### config.mk
export PLATFORM = sky130hd
export DESIGN_NAME = quotient_bcd_converter
export DESIGN_NICKNAME = d
export VERILOG_FILES = /design/src/rtl/quotient_bcd_converter.sv
export SDC_FILE = /design/constraint.sdc
export NUM_CORES = 1
export LEC_CHECK = 0
export ABC_AREA = 1
export BUFFER_PORTS_ARGS = -buffer_cell sky130_fd_sc_hd__buf_2
export CAP_MARGIN = 40
export CORE_MARGIN = 2
export CORE_UTILIZATION = 49
export DETAILED_ROUTE_END_ITERATION = 7
export PLACE_DENSITY_LB_ADDON = 0.15
export REMOVE_ABC_BUFFERS = 1
export SLEW_MARGIN = 40
export SYNTH_ARGS = -nofsm -noshare
export SYNTH_HDL_FRONTEND = slang
export SYNTH_SLANG_ARGS = --single-unit
### constraint.sdc
create_clock -name clk_i -period 2.3 [get_ports clk_i]
set_input_delay 0.345 -clock clk_i [delete_from_list [all_inputs] [get_ports clk_i]]
set_output_delay 0.345 -clock clk_i [all_outputs]
set_load 0.01 [all_outputs]
### src/rtl/quotient_bcd_converter.sv
// Converts an 8-bit divider quotient to three packed BCD digits using a
// sequential double-dabble (one shift-and-adjust step per clock).
module quotient_bcd_converter (
   input  logic        clk_i,
   input  logic        reset_i,
   input  logic        finish_i,
   input  logic [8:0]  quotient_i,
   input  logic        bcd_ready_i,
   output logic        busy_o,
   output logic        bcd_valid_o,
   output logic [11:0] bcd_o,
   output logic        div_zero_o,
   output logic        overrun_o
);

   typedef enum logic [1:0] {
      StIdle,
      StConv,
      StDone
   } state_e;

   state_e      state_q, state_d;
   logic [7:0]  bin_q, bin_d;
   logic [11:0] acc_q, acc_d;
   logic [11:0] bcd_q, bcd_d;
   logic [2:0]  cnt_q, cnt_d;
   logic        dz_q, dz_d;
   logic        ovr_q, ovr_d;
   logic [11:0] acc_adj;

   function automatic logic [3:0] dabble(input logic [3:0] digit);
      return (digit >= 4'd5) ? digit + 4'd3 : digit;
   endfunction

   // Hundreds never exceeds 2 for an 8-bit input, so acc_adj[11] is always 0.
   assign acc_adj = {dabble(acc_q[11:8]), dabble(acc_q[7:4]), dabble(acc_q[3:0])};

   always_comb begin
      state_d = state_q;
      bin_d   = bin_q;
      acc_d   = acc_q;
      bcd_d   = bcd_q;
      cnt_d   = cnt_q;
      dz_d    = dz_q;
      ovr_d   = finish_i && (state_q != StIdle);

      unique case (state_q)
         StIdle: begin
            if (finish_i) begin
               if (quotient_i[8]) begin
                  bcd_d   = 12'h000;
                  dz_d    = 1'b1;
                  state_d = StDone;
               end else begin
                  bin_d   = quotient_i[7:0];
                  acc_d   = 12'h000;
                  cnt_d   = 3'd0;
                  state_d = StConv;
               end
            end
         end
         StConv: begin
            {acc_d, bin_d} = {acc_adj[10:0], bin_q, 1'b0};
            cnt_d          = cnt_q + 3'd1;
            if (cnt_q == 3'd7) begin
               bcd_d   = {acc_adj[10:0], bin_q[7]};
               dz_d    = 1'b0;
               state_d = StDone;
            end
         end
         StDone: begin
            if (bcd_ready_i) begin
               state_d = StIdle;
            end
         end
         default: begin
            state_d = StIdle;
         end
      endcase
   end

   always_ff @(posedge clk_i or posedge reset_i) begin
      if (reset_i) begin
         state_q <= StIdle;
         bin_q   <= 8'h00;
         acc_q   <= 12'h000;
         bcd_q   <= 12'h000;
         cnt_q   <= 3'd0;
         dz_q    <= 1'b0;
         ovr_q   <= 1'b0;
      end else begin
         state_q <= state_d;
         bin_q   <= bin_d;
         acc_q   <= acc_d;
         bcd_q   <= bcd_d;
         cnt_q   <= cnt_d;
         dz_q    <= dz_d;
         ovr_q   <= ovr_d;
      end
   end

   assign busy_o      = (state_q == StConv);
   assign bcd_valid_o = (state_q == StDone);
   assign bcd_o       = bcd_q;
   assign div_zero_o  = dz_q;
   assign overrun_o   = ovr_q;

endmodule
==> metrics.md, run 1 <==
| Metric | Value |
|---|---|
| GR Overflow Total | 0 |
| Period utilisation layout | about 80% |
| Via/cell ratio | between 4 and 5 |
| Setup bufs post-CTS | 0 |
| Max H-tree Level | 2 |
| Initial core utilization | 50.0% |
| Top Usage Layer GRT | met2 |
| Port buffer count | 28 |
| Arr. time, crit path | 1.98 ns |
| Met2 Use GR | 30.6% |
| Commonest non-fill, non-tap cells in the layout | 84 x nand2_1, 39 x dfrtp_1, 28 x buf_2, 23 x inv_1, 18 x o21ai_0 |
| Final core occ | 56.3% |
| # hold bufs at CTS | 0 |
| Final WL | about 3600 µm |
| Crit. End Element | flop |
| Gr usage total | 19.0% |
| Worst EP required | 2.46 ns |
| Outcome | finished clean |
| Skew-Pair Late Insertion Delay | between 0.2 and 0.3 ns |
| Height of the die | 67.4 µm |
| Area grow syn2layout | 12.6% |
| Drt pass-1 iters | 4 |
| WL/cell | 11.2 µm |
| Avg Cell Area, Syn | 8.17 µm² |
| CP Launch Type | flop |
| Leakage | 1.21 nW |
| Diode count | 0 |
| Fin. max-slew vios | 0 |
| TNS Setup | 0 ns |
| Power density over the cells | between 1000 and 1500 nW/µm² |
| Max VDD drop | 0.000609 V |
| DP Wirelength | 2580 µm |
| DR vias | 1576 |
| Hold Vio Cnt, Final | 0 |
| Gpl congestion | approximately 0.77 |
| Rows | 23 |
| Grt met3 use | 4.00% |
| Slew @ Worst Pin | ~0.50 ns |
| Post-Syn Area | 1970 µm² |
| CTS buffer count | 5 |
| Register area share after synthesis | 49.6% |
| I/O pin count | 29 |
| Worst hold margin | 0.162 ns |
| Clk root buf | clkbuf_8 |
| Die width | 67.4 µm |
| Met1 usage | 25.9% |
| Crit path kind | flop to flop |
| Crit path max fanout | 17 |
| Post-detailed-route DRC marker count | 0 |
| Yosys warning count | 0 |
| Number of max-cap violations | 0 |
| CTS tree | yes |
| Post-synth top area share | just under 50% |
| First-pass GRT wire length | ~6500 µm |
| Unrepaired setup endpoints after global routing | false |
| Worst reg2reg path endpoint | div_zero_o$_DFFE_PP0P_ |
| Initial drt markers | 82 |
| Post-cts sizing count | 0 |
| Setup Skew | 0.00416 ns |
| Antenna violations before repair | 0 |
| Synth area leaders | dfrtp_1 50%, nand2_1 16%, ha_1 5.1%, o21ai_0 4.6%, inv_1 4.4% |
| CTS sink cnt | 39 |
| Vias in the first global route | 1464 |
| Share of post-route cells with drive strength above 1 | 19.3% |
| Largest net degree at the start of global routing | 40 |
| Antenna Nets Post-Route | 0 |
| Fmax | 550 MHz |
| Cell variety after synth | 21 |
| RR Startpoint | cnt_q[0]$_DFFE_PP0P_ |
| CTS max path bufs | 2 |
| Tmin final | 1.82 ns |
| Commonest non-fill, non-tap cell in the layout | nand2_1 |
| Relative slew margins | approximately two thirds |
| Die Area | 4540 µm² |
| Core area | 3940 µm² |
| Hold crit path type | input pin to async pin |
| Clock transition at path regs | around 0.08 ns |
| Synth Instances | 241 |
| Endpoints failing setup | 0 |
| Seq cells post-synth | 39 |
| Depth of the most critical reg-to-reg path | 9 |
| Leading area contributor after synthesis | dfrtp_1 |
| FF-to-FF setup slack | 0.48 ns |
| Final Net Count | 294 |
## per-layer routing
layer,vias to the layer above,share of wire [%]
met2,22,45
met5,-,0
met1,713,51
met3,5,3.0
li1,836,-
met4,0,1.0
## final cells by class
cell class | instances | area (µm²)
Inverter | 26 | 97.6
Timing Repair Buffer | 33 | 178
Clock inverter | 1 | 5.00
Tap cell | 50 | 62.6
Fill cell | 381 | 1720
Clock buffer | 7 | 76.3
Sequential cell | 39 | 976
Multi-Input combinational cell | 168 | 823
## flip-flops by register name (all words and copies together) (netlist names)
name        cells
acc_q          12
bcd_o          12
bin_q           8
cnt_q           3
div_zero_o      1
overrun_o       1
state_q         2
## kinds of logic after synthesis
| logic type | synth area share [%] |
|---|---|
| adder cells (fa/ha/maj) | 5.08 |
| flip-flops | 49.6 |
| AND/OR/NAND/NOR | 27.5 |
| AO/OA/AOI/OAI | 9.21 |
| buffers and inverters | 8.64 |
## metrics by stage
stage	std cells	cell area, µm²	worst slack [ns]	power (mW)
after global routing	324	2220	0.215	2.55
after CTS	324	2220	0.444	2.37
after detailed placement	316	2140	0.459	1.92
after floorplan	233	1900	0.795	1.59
final	324	2220	0.483	2.33
after global placement	316	2140	0.570	1.91
## power breakdown
group | internal (mW) | leakage (nW) | switching [mW]
clock | 0.213 | 0.0422 | 0.231
combinational | 0.318 | 0.643 | 0.600
sequential | 0.860 | 0.520 | 0.112
total | 1.39 | 1.21 | 0.943
## worst max-delay path: stages (launching register included)
cell,delay [ns]
dfrtp_1,0.38
ha_1,0.16
ha_1,0.13
inv_1,0.03
nand3_1,0.09
nand2_1,0.07
nor2_2,0.39
inv_2,0.25
nand2_1,0.10
o21ai_0,0.07
## worst max-delay path by stage
stage,start,end,slack [ns],cells after the start
2_1_floorplan,cnt_q[0]$_DFFE_PP0P_,div_zero_o$_DFFE_PP0P_,0.80,9
3_3_place_gp,cnt_q[0]$_DFFE_PP0P_,div_zero_o$_DFFE_PP0P_,0.57,9
3_5_place_dp,cnt_q[0]$_DFFE_PP0P_,div_zero_o$_DFFE_PP0P_,0.46,9
4_1_cts,cnt_q[0]$_DFFE_PP0P_,div_zero_o$_DFFE_PP0P_,0.44,9
5_1_grt,cnt_q[0]$_DFFE_PP0P_,bcd_o[6]$_DFFE_PP0P_,0.22,9
6_report,cnt_q[0]$_DFFE_PP0P_,div_zero_o$_DFFE_PP0P_,0.48,9
## cells in the mapped netlist
cell,n
a21oi_1,4
nand4_1,9
buf_6,4
o21ai_1,7
inv_1,23
nand2_1,84
nand2_2,1
o21ai_2,1
or2_2,6
ha_1,8
o31ai_1,2
nand3_1,13
buf_4,3
inv_2,3
dfrtp_1,39
o22ai_1,2
nor2_4,1
o21ai_0,18
nor2_1,10
nor2_2,2
buf_2,1
Power figures use the tool's default switching activity.
==> run 2: changes to the inputs <==
Clock period 2.3 ns to 1.9 ns, I/O delays scaled along.
==> run 2 against run 1 <==
First-iteration DRC count is 9.8% higher. Highest routed layer unchanged. Wire length is 1.2% higher. Final cell count is 0.93% lower. Sequential power is 21% higher. Die area stayed put. Largest cell class unchanged. Sequential cell count stayed put. Critical path depth is 1 lower. Count of clock-buffer cells in the layout is 1 lower.
==> metrics.md, run 2 (synthesis gave the netlist of run 1 again) <==
| Metric | Value |
|---|---|
| GR Overflow Total | 0 |
| Hold crit path type | input pin to async pin |
| Setup bufs post-CTS | 0 |
| Final Net Count | 292 |
| Relative slew margins | 66.5% |
| Endpoints failing setup | 0 |
| Vias in the first global route | 1452 |
| Antenna Nets Post-Route | 0 |
| Diode count | 0 |
| Crit path kind | flop to flop |
| Routed wl met2 | 1700 µm |
| Initial drt markers | 90 |
| Pre-CTS WS | 0.128 ns |
| Gr usage total | 19.2% |
| Gpl congestion | 0.794 |
| Number of max-cap violations | 0 |
| Crit path max fanout | 21 |
| Unrepaired setup endpoints after global routing | false |
| Antenna violations before repair | 0 |
| Area after DPL | 2120 µm² |
| Core area | 3940 µm² |
| Die Area | 4540 µm² |
| CTS tree | yes |
| Max VDD drop | 0.000604 V |
| Clock transition at path regs | 0.08 ns |
| Drt pass-1 iters | 4 |
| Port buffer count | 28 |
| Max H-tree Level | 2 |
| Initial core utilization | 50.0% |
| Max Used Layer | met4 |
| Fillers | between 300 and 400 |
| Slew @ Worst Pin | 0.502 ns |
| Final WL | 3680 µm |
| Die width | 67.4 µm |
| Rows | 23 |
| DR vias | 1605 |
| CTS sink cnt | 39 |
| Worst EP required | 2.06 ns |
| Height of the die | 67.4 µm |
| Setup Skew | 0.00937 ns |
| Commonest non-fill, non-tap cells in the layout | 84 x nand2_1, 39 x dfrtp_1, 28 x buf_2, 23 x inv_1, 18 x o21ai_0 |
| CTS buffer count | 5 |
| Largest net degree at the start of global routing | 40 |
| # hold bufs at CTS | 0 |
| Hold Vio Cnt, Final | 0 |
| Clk root buf | clkbuf_8 |
| Arr. time, crit path | 1.83 ns |
| Fin. max-slew vios | 0 |
| Via/cell ratio | 5.00 |
| Post-detailed-route DRC marker count | 0 |
| Setup ws final | 0.238 ns |
| Skew-Pair Late Insertion Delay | slightly below 0.3 ns |
| Post-cts sizing count | 0 |
| TNS Setup | 0 ns |
| WL/cell | 11.5 µm |
| Share of post-route cells with drive strength above 1 | 19.2% |
| CP Launch Type | flop |
| Crit. End Element | flop |
| Final Cell Area | 2210 µm² |
| Outcome | finished clean |
| Power density over the cells | 1270 nW/µm² |
| Period utilisation layout | between 80% and 90% |
| Routed wl met3 | 131 µm |
| Fmax | 602 MHz |
| Pwr Total | 2.82 mW |
| First-pass GRT wire length | approximately 6400 µm |
| CTS max path bufs | 2 |
| Leakage | 1.20 nW |
| Tmin final | 1.66 ns |
| Area grow syn2layout | 12.5% |
| Met1 wire length | 1790 µm |
| Commonest non-fill, non-tap cell in the layout | nand2_1 |
| I/O pin count | 29 |
| DP Wirelength | 2580 µm |
## run 2: changes by cell type in the layout (fill, tap and decap cells not counted)
cell,before,now
buf_4,5,3
clkbuf_1,2,0
nor2_4,1,2
nor2_2,2,1
clkbuf_8,5,6
## run 2: final timing paths
kind | from | endpoint | slack (ns) | cells past startpoint
worst max-delay path | state_q[0]$_DFFE_PP0P_ | acc_q[8]$_DFFE_PP0P_ | 0.24 | 8
worst min-delay path | reset_i | bin_q[5]$_DFFE_PP0P_ | 0.09 | 3
worst max register to register | state_q[0]$_DFFE_PP0P_ | acc_q[8]$_DFFE_PP0P_ | 0.24 | 8
worst min register to register | bcd_o[3]$_DFFE_PP0P_ | bcd_o[3]$_DFFE_PP0P_ | 0.47 | 2
max in group asynchronous | reset_i | div_zero_o$_DFFE_PP0P_ | 1.45 | 3
min in group clk_i | bcd_ready_i | state_q[1]$_DFFE_PP0P_ | 0.17 | 2
## run 2: critical path, stage by stage (launching register included)
cell and delay, ns:
dfrtp_1 0.45, nor2_1 0.09, nand2_1 0.09, nand2_1 0.06, nor2_2 0.39, inv_1 0.08
buf_4 0.22, nand2_1 0.07, o21ai_0 0.07
## run 2: per-layer routing
layer / track usage (%) / vias to the layer above
met5: 0 / -
met4: 8.42 / 0
met3: 5.00 / 5
met2: 30.8 / 35
met1: 24.4 / 729
li1: - / 836
## run 2: final cells by class
class / count / area, µm² / area share (%)
Tap cell: 50 / 62.6 / 2.82
Multi-Input combinational cell: 168 / 828 / 37.4
Clock inverter: 1 / 5.00 / 0.226
Inverter: 26 / 97.6 / 4.41
Clock buffer: 6 / 82.6 / 3.73
Timing Repair Buffer: 31 / 163 / 7.34
Sequential cell: 39 / 976 / 44.1
## run 2: per-stage QoR
| step | utilization (%) | cells | hold WS (ns) |
|---|---|---|---|
| floorplan | - | 233 | 0.371 |
| global placement | 53.8 | 314 | 0.426 |
| detailed placement | 53.8 | 314 | 0.439 |
| CTS | 56.0 | 321 | 0.124 |
| global route | 56.2 | 321 | 0.158 |
| finish | 56.2 | 321 | 0.0934 |
## run 2: where the power goes
part           internal [mW]  total [mW]  switching [mW]
clock                  0.285       0.557           0.273
combinational          0.355        1.08           0.726
sequential              1.04        1.18           0.136
total                   1.68        2.82            1.14
